**src/rtl/tts_pkg.sv**
```systemverilog
// Shared types for the strategy comparator: compare mode encoding and mode evaluation.
package tts_pkg;

  typedef enum logic [1:0] {
    CMP_GT = 2'd0,
    CMP_GE = 2'd1,
    CMP_LT = 2'd2,
    CMP_EQ = 2'd3
  } cmp_mode_t;

  // Maps combined greater/equal flags onto the requested relation.
  function automatic logic mode_result(input cmp_mode_t m, input logic gt, input logic eq);
    logic r;
    r = 1'b0;
    case (m)
      CMP_GT:  r = gt;
      CMP_GE:  r = gt | eq;
      CMP_LT:  r = ~gt & ~eq;
      CMP_EQ:  r = eq;
      default: r = 1'b0;
    endcase
    return r;
  endfunction

endpackage

```
**src/rtl/cmp_split_lane.sv**
```systemverilog
// One compare channel: registered early (LSB) / late (MSB) partial compares,
// then combinational combine and mode selection from those registers.
module cmp_split_lane
  import tts_pkg::*;
#(
  parameter int unsigned SUB_DATA_WIDTH  = 32,
  parameter int unsigned SUB_EARLY_WIDTH = 24
) (
  input  logic                      clk,
  input  logic                      reset,
  input  logic                      load_i,
  input  logic [SUB_DATA_WIDTH-1:0] hi_i,
  input  logic [SUB_DATA_WIDTH-1:0] lo_i,
  input  cmp_mode_t                 mode_i,
  input  logic                      en_i,
  output logic                      cond_c
);

  generate
    if (SUB_EARLY_WIDTH < 1 || SUB_EARLY_WIDTH > SUB_DATA_WIDTH - 1) begin : g_bad_split
      $error("cmp_split_lane: SUB_EARLY_WIDTH must be in 1..SUB_DATA_WIDTH-1");
    end
  endgenerate

  logic      lo_gt_q, lo_eq_q, hi_gt_q, hi_eq_q;
  logic      lo_gt_d, lo_eq_d, hi_gt_d, hi_eq_d;
  cmp_mode_t mode_q;
  logic      en_q;
  logic      gt_c, eq_c;

  // Magnitude compares only; no subtraction, so all-ones vs zero cannot overflow.
  always_comb begin
    lo_gt_d = hi_i[SUB_EARLY_WIDTH-1:0] >  lo_i[SUB_EARLY_WIDTH-1:0];
    lo_eq_d = hi_i[SUB_EARLY_WIDTH-1:0] == lo_i[SUB_EARLY_WIDTH-1:0];
    hi_gt_d = hi_i[SUB_DATA_WIDTH-1:SUB_EARLY_WIDTH] >  lo_i[SUB_DATA_WIDTH-1:SUB_EARLY_WIDTH];
    hi_eq_d = hi_i[SUB_DATA_WIDTH-1:SUB_EARLY_WIDTH] == lo_i[SUB_DATA_WIDTH-1:SUB_EARLY_WIDTH];
  end

  // Registers only load on accepted beats so results hold while idle.
  always_ff @(posedge clk) begin
    if (reset) begin
      lo_gt_q <= 1'b0;
      lo_eq_q <= 1'b0;
      hi_gt_q <= 1'b0;
      hi_eq_q <= 1'b0;
      mode_q  <= CMP_GT;
      en_q    <= 1'b0;
    end else if (load_i) begin
      lo_gt_q <= lo_gt_d;
      lo_eq_q <= lo_eq_d;
      hi_gt_q <= hi_gt_d;
      hi_eq_q <= hi_eq_d;
      mode_q  <= mode_i;
      en_q    <= en_i;
    end
  end

  always_comb begin
    gt_c   = hi_gt_q | (hi_eq_q & lo_gt_q);
    eq_c   = hi_eq_q & lo_eq_q;
    cond_c = mode_result(mode_q, gt_c, eq_c) & en_q;
  end

endmodule

```
**src/rtl/cmp_sub_pipe.sv**
```systemverilog
// Multi-channel split comparator with any-hit flag and lowest-hit channel index;
// latency 1 (SUB_PIPE=0) or 2 (SUB_PIPE=1).
module cmp_sub_pipe
  import tts_pkg::*;
#(
  parameter  int unsigned NUM_CH          = 4,
  parameter  int unsigned SUB_DATA_WIDTH  = 32,
  parameter  int unsigned SUB_EARLY_WIDTH = 24,
  parameter  int unsigned SUB_PIPE        = 0,
  localparam int unsigned IDX_W           = (NUM_CH > 1) ? $clog2(NUM_CH) : 1
) (
  input  logic                             clk,
  input  logic                             reset,
  input  logic                             in_valid,
  input  logic [NUM_CH*SUB_DATA_WIDTH-1:0] value_hi,
  input  logic [NUM_CH*SUB_DATA_WIDTH-1:0] value_lo,
  input  logic [NUM_CH*2-1:0]              mode,
  input  logic [NUM_CH-1:0]                ch_en,
  output logic                             out_valid,
  output logic [NUM_CH-1:0]                cond_true,
  output logic                             any_true,
  output logic [IDX_W-1:0]                 first_idx
);

  logic              s1_valid_q;
  logic [NUM_CH-1:0] cond_c;
  logic              any_c;
  logic [IDX_W-1:0]  first_idx_c;

  always_ff @(posedge clk) begin
    if (reset) s1_valid_q <= 1'b0;
    else       s1_valid_q <= in_valid;
  end

  for (genvar c = 0; c < int'(NUM_CH); c++) begin : g_lane
    cmp_split_lane #(
      .SUB_DATA_WIDTH (SUB_DATA_WIDTH),
      .SUB_EARLY_WIDTH(SUB_EARLY_WIDTH)
    ) u_lane (
      .clk   (clk),
      .reset (reset),
      .load_i(in_valid),
      .hi_i  (value_hi[c*SUB_DATA_WIDTH +: SUB_DATA_WIDTH]),
      .lo_i  (value_lo[c*SUB_DATA_WIDTH +: SUB_DATA_WIDTH]),
      .mode_i(cmp_mode_t'(mode[c*2 +: 2])),
      .en_i  (ch_en[c]),
      .cond_c(cond_c[c])
    );
  end

  // Priority encoder: descending scan leaves the lowest hitting channel.
  always_comb begin
    any_c       = |cond_c;
    first_idx_c = '0;
    for (int c = int'(NUM_CH) - 1; c >= 0; c--) begin
      if (cond_c[c]) first_idx_c = IDX_W'(c);
    end
  end

  generate
    if (SUB_PIPE != 0) begin : g_pipe
      logic              out_valid_q;
      logic [NUM_CH-1:0] cond_q;
      logic              any_q;
      logic [IDX_W-1:0]  first_idx_q;

      always_ff @(posedge clk) begin
        if (reset) begin
          out_valid_q <= 1'b0;
          cond_q      <= '0;
          any_q       <= 1'b0;
          first_idx_q <= '0;
        end else begin
          out_valid_q <= s1_valid_q;
          if (s1_valid_q) begin
            cond_q      <= cond_c;
            any_q       <= any_c;
            first_idx_q <= first_idx_c;
          end
        end
      end

      assign out_valid = out_valid_q;
      assign cond_true = cond_q;
      assign any_true  = any_q;
      assign first_idx = first_idx_q;
    end else begin : g_direct
      assign out_valid = s1_valid_q;
      assign cond_true = cond_c;
      assign any_true  = any_c;
      assign first_idx = first_idx_c;
    end
  endgenerate

endmodule
```
**config.mk**
```make
export PLATFORM = sky130hd
export DESIGN_NAME = cmp_sub_pipe
export DESIGN_NICKNAME = d
export VERILOG_FILES = /design/src/rtl/tts_pkg.sv /design/src/rtl/cmp_split_lane.sv /design/src/rtl/cmp_sub_pipe.sv
export SDC_FILE = /design/constraint.sdc
export NUM_CORES = 1
export LEC_CHECK = 0
export CORE_ASPECT_RATIO = 0.8
export CORE_MARGIN = 2
export CORE_UTILIZATION = 38
export CTS_CLUSTER_DIAMETER = 200
export DETAILED_ROUTE_END_ITERATION = 7
export PLACE_DENSITY_LB_ADDON = 0.05
export SLEW_MARGIN = 5
export SYNTH_ARGS = -nofsm -noshare
export SYNTH_HDL_FRONTEND = slang
export SYNTH_HIERARCHICAL = 1
export SYNTH_SLANG_ARGS = --single-unit
```
**constraint.sdc**
```tcl
create_clock -name clk -period 1.9 [get_ports clk]
set_input_delay 0.19 -clock clk [delete_from_list [all_inputs] [get_ports clk]]
set_output_delay 0.19 -clock clk [all_outputs]
set_load 0.01 [all_outputs]
```
==> impl_metrics.yaml, run 1 <==
finish:
  n_antenna_cell: 0
  register_area_um2: 583
  nets: 1292
  final_cells: 1041
  nFillCells: 910
  post-route-util_pct: 69.9
  drive_gt1_share_pct: 9.85
  syn_to_final_growth_pct: 79.8
  multiInputGateArea_um2: 3570
timing:
  finalMaxSlewViolations: 0
  timing.setup.tns_ps: 0
  max_freq_ghz: 0.544
  post-route-period-util_pct: 96.8
  hold_viol: 0
  tightest_slew_ps: 388
  finalCriticalPeriod_ps: 1840
  final.setup_skew_ps: 0
  relSlewSlack_pct: 73.5
  hold_slack_ps: 431
  setup_viol: 0
clock_network:
  path_clk_slew_ps: 50
  insertion_delay_ps: 270
  cts_hold_buf: 0
  cts_tree: "yes"
  clock-sinks: 29
  htree_levels: 2
  clk_path_buf_depth: 2
  cts_root_buffer: "clkbuf_16"
  numCtsBuffers: 5
global_routing:
  first_global_vias: 5155
  track_usage_pct: 20.9
  grt_pass1_wl_um: 22100
  antenna_found_initial: 0
  gr-total-overflow: 0
  grt_max_degree: 26
setup_path:
  r2r-end: "g_lane[2].u_lane/lo_gt_q"
  critical_path_arrival_ps: 2000
  worstRegToRegCells: 4
  r2r_start: "g_lane[2].u_lane/lo_gt_q"
  critPathLaunchType: "input port"
  reg2reg_slack_ps: 670
  path_max_fanout: 2
  critPathKind: "input port to flip-flop"
  worst_setup_path_end_kind: "flip-flop"
  cp_data_required_time_ps: 2060
die:
  coreArea_um2: 11500
  row_count: 35
  die_area_um2: 12600
  die_w_um: 125
  initial_utilization_pct: 38.9
  ios: 279
  die_h_um: 101
yosys:
  synth_nets: 980
  synth_top_flop_cell: "dfxtp_1"
  synth_edf_count: 0
  synth_area_leader_cell: "ha_1"
  yosysTopAreaCellShare_pct: 35.9
  synth_area_per_cell_um2: 7.68
  synth.ff_latch_count: 29
  synthCells: 581
  yosys_warnings: 6
  synth.distinct_cells: 30
  seq_area_frac_synth_pct: 13.0
  syn_area_um2: 4460
  synthTopCellsByArea: "ha_1, dfxtp_1, inv_1"
  async_flop_share_pct: 0
place:
  port_buffers: 278
  hpwl_um: 12100
  gp_congestion: 0.784
  dp.cells: 1033
route:
  post_drt_via_cell_ratio: 4.86
  drt_wl_total_um: 13900
  vias: 5060
  routedWlPerCell_um: 13.4
  antenna_left: 0
  drt_pre_antenna_iters: 4
  drt-initial-drc-count: 86
  drc: 0
hold_path:
  hp-start: "in_valid"
  hold_path_end: "g_lane[0].u_lane/en_q"
  hold_path_depth: 3
  hold_class: "input port to flip-flop"
status:
  status: "complete, no violations"
pwr:
  p_leak_nw: 4.09
  power_density_nw_per_um2: 352
  worst_ir_drop_vdd_uv: 286
job:
  maxCapViolCount: 0
## cell type report
type,instances,area share (%)
multi-input cells,407,44.5
clock buffers,7,1.78
inverters,141,6.60
well taps,148,2.31
repair buffers,309,37.5
flip-flops and latches,29,7.27
## sequential cells by signal, summed over array words and instances (netlist names)
signal / count
g_lane.u_lane/lo_gt_q: 4
out_valid: 1
g_lane.u_lane/mode_q: 8
g_lane.u_lane/lo_eq_q: 4
g_lane.u_lane/hi_gt_q: 4
g_lane.u_lane/en_q: 4
g_lane.u_lane/hi_eq_q: 4
## how the worst max path moves through the flow
stage	cells past startpoint	start	end
final	8	value_lo[47]	g_lane[1].u_lane/lo_gt_q
after global routing	9	value_lo[21]	g_lane[0].u_lane/lo_gt_q
after CTS	7	g_lane[2].u_lane/lo_eq_q	first_idx[0]
after detailed placement	8	value_lo[46]	g_lane[1].u_lane/lo_gt_q
after global placement	9	value_lo[14]	g_lane[0].u_lane/lo_gt_q
after floorplan	6	g_lane[3].u_lane/lo_gt_q	first_idx[1]
## stage by stage
stage	cell area, um^2	power (mW)	setup slack (ps)
floorplan	4460	1.23	366
CTS	7790	2.79	6.69
global route	8020	3.04	-51.5
global placement	7630	1.97	-203
finish	8020	2.82	60.7
detailed placement	7630	2.03	-289
## metal layers
metal  share of wire, %  up-vias  GRT usage (%)
li1                   -     2640              -
met1                 41     2218           23.5
met3                6.6       28           4.99
met2                 50      174           39.6
met5                  0        -              0
met4                2.6        0           5.98
## critical path, cell delays in order
cell	delay, ps
clkdlybuf4s50_1	460
inv_1	60
ha_4	260
nand4_1	160
buf_4	180
a211oi_1	210
o41ai_2	110
a2111oi_2	370
## layout by cell type, fill, tap and decap left out, drive strengths merged
cell / count
nand4: 32
buf: 34
clkbuf: 8
o21ai: 12
dlygate4sd2: 4
mux2i: 12
o211ai: 4
nand3: 16
o21bai: 4
a21o: 28
clkdlybuf4s50: 263
o41ai: 4
nand2: 25
o21a: 8
ha: 128
inv: 141
nor2: 34
a2111oi: 8
dlymetal6s2s: 7
and3: 4
dfxtp: 29
a211oi: 4
a21oi: 41
nand2b: 1
nor2b: 17
o211a: 4
a31oi: 8
a21boi: 8
nor3: 5
## cells by family (layout without fill, tap and decap cells)
family | count (synthesis) | count (layout) | share of synthesized area [%]
compound gates | 133 | 133 | 20.7
mux | 12 | 12 | 2.69
buf+inv | 145 | 457 | 12.3
flops | 29 | 29 | 13.0
simple gates | 134 | 134 | 15.3
fa+ha+maj | 128 | 128 | 35.9
## power breakdown
part	switching (mW)	total, mW	internal (mW)
Sequential	0.0235	0.667	0.643
Clock	0.243	0.754	0.511
Combinational	0.510	1.40	0.890
## synthesized netlist by cell type, drive strengths merged (12+ instances only)
library cell	instances
inv	141
ha	128
a21oi	41
nor2	34
nand4	32
dfxtp	29
a21o	28
nand2	25
nor2b	17
nand3	16
mux2i	12
o21ai	12
## what timing repair did
| action | CTS | global route |
|---|---|---|
| setup endpoints to repair | 8 | 8 |
| pin swaps | 3 | 17 |
| gates resized for setup | 15 | 48 |
| setup buffers | 2 | 0 |
No activity file was read; power rests on OpenSTA's default activity.
==> run 2: changes to the inputs <==
- CTS_CLUSTER_DIAMETER: 200 -> unset
==> results of run 2 <==
Final layout, timing and power as in run 1 (identical DEF).
==> run 3: changes to the inputs <==
- CORE_MARGIN: 2 -> 10
- CORE_UTILIZATION: 38 -> 35
- clock period: 1.9 -> 1.6 ns (I/O delays scaled with it)
==> run 3 against run 2 <==
Against the previous run:
- the run now ends with negative setup slack left
- critical path depth shrank 2
- die area rose by 40%
- clock power up 19%
- critical endpoint is now first_idx[0]
==> impl_metrics.yaml, run 3 (synthesized netlist as in run 1, its figures left out) <==
pwr:
  p_leak_nw: 4.50
  fin_total_pwr_mw: 3.67
  worst_ir_drop_vdd_uv: 407
  power_density_nw_per_um2: 401
place:
  placed_cell_area_um2: 7730
  hpwl_um: 14700
  pre_cts_ws_ps: -521
  port_buffers: 278
  gp_congestion: 0.802
  dp.cells: 1066
route:
  drt-initial-drc-count: 176
  vias: 5393
  post_drt_via_cell_ratio: 4.95
  antenna_left: 0
  drc: 0
  drt_wl_total_um: 18400
  drt_pre_antenna_iters: 5
  routedWlPerCell_um: 16.9
setup_path:
  path_max_fanout: 3
  critical_path_arrival_ps: 1520
  worst_setup_path_end_kind: "output port"
  cp_data_required_time_ps: 1440
  critPathLaunchType: "flip-flop"
  critPathKind: "flip-flop to output port"
clock_network:
  clock-sinks: 29
  htree_levels: 2
  cts_tree: "yes"
  clk_path_buf_depth: 2
  insertion_delay_ps: 260
  numCtsBuffers: 5
  path_clk_slew_ps: 50
  cts_root_buffer: "clkbuf_16"
timing:
  post-route-period-util_pct: 105
  setup_viol: 2
  tightest_slew_ps: 337
  finalCriticalPeriod_ps: 1680
  final.setup_skew_ps: 0
  max_freq_ghz: 0.596
  hold_viol: 0
  relSlewSlack_pct: 77.6
  finalMaxSlewViolations: 0
  rsz0062_at_grt: "yes"
  layout_setup_ws_ps: -78.4
  hold_slack_ps: 371
  timing.setup.tns_ps: -117
finish:
  nets: 1315
  syn_to_final_growth_pct: 105
  final_cells: 1090
  regMostFlops: "g_lane.u_lane/mode_q"
  drive_gt1_share_pct: 34.9
  largest_reg_flops: 8
  post-route-util_pct: 74.2
  final_common_cell: "clkdlybuf4s50_1"
  final_cell_mix: "clkdlybuf4s50_1, inv_1, ha_4, inv_2, ha_1"
  stdcell_area_um2: 9160
global_routing:
  grt_pass1_wl_um: 27800
  gr-total-overflow: 0
  grt_max_degree: 15
  track_usage_pct: 18.8
  first_global_vias: 5826
  antenna_found_initial: 2
die:
  ios: 279
  row_count: 36
  die_area_um2: 17700
  initial_utilization_pct: 36.1
  coreArea_um2: 12300
  die_h_um: 121
  die_w_um: 146
status:
  violations: "negative setup slack"
  status: "finished, violations left"
hold_path:
  hold_class: "input port to flip-flop"
job:
  maxCapViolCount: 0
[run 3: changes by cell type in the layout (fill, tap and decap cells not counted), moves of 13 or more]
cell	delta
buf_4	+23
clkdlybuf4s50_1	-131
dlymetal6s2s_1	+23
inv_2	+56
dfxtp_1	-13
dfxtp_2	+13
ha_1	-58
inv_1	-56
dlygate4sd2_1	+49
a21oi_1	-15
clkbuf_2	+33
clkdlybuf4s15_1	+21
ha_4	+55
[run 3: layout make-up]
| cell class | count | area (um^2) |
|---|---|---|
| clock buffer | 7 | 143 |
| sequential | 29 | 599 |
| inverter | 141 | 529 |
| timing repair buffer | 332 | 3010 |
| antenna | 3 | 7.51 |
| multi-input combinational | 407 | 4650 |
| fill | 908 | 3180 |
| tap | 171 | 214 |
[run 3: worst max-delay path, cell delays in order (launching register included)]
cell	delay, ps
dfxtp_2	330
o21ai_2	170
a31oi_2	140
a21boi_4	250
nand2b_4	160
a21oi_2	40
buf_4	150
[run 3: metal layers]
metal / part of all wire (%) / GRT usage, % / vias up
met5: 0 / 0 / -
met4: 2.0 / 5.43 / 0
met3: 6.0 / 5.63 / 30
met2: 54 / 36.0 / 190
met1: 38 / 19.3 / 2482
li1: - / - / 2691
[run 3: final timing paths]
kind,startpoint,end,depth (start not counted),slack (ps)
worst max register to register,g_lane[3].u_lane/lo_gt_q,g_lane[3].u_lane/lo_gt_q,3,460
worst min-delay path,in_valid,g_lane[2].u_lane/mode_q[0],3,370
worst min register to register,g_lane[1].u_lane/en_q,g_lane[1].u_lane/en_q,2,490
worst max-delay path,g_lane[2].u_lane/lo_gt_q,first_idx[0],6,-80
[run 3: power by group]
part / internal [mW] / total [mW] / switching, mW
sequential: 0.767 / 0.801 / 0.0340
combinational: 1.17 / 1.97 / 0.805
clock: 0.608 / 0.901 / 0.292
total: 2.54 / 3.67 / 1.13
[run 3: repair_timing]
action	in CTS	in global routing
pin swaps	82	92
endpoints found under the setup margin	11	14
setup buffers	8	11
gates resized for setup	299	206
hold buffers	0	0
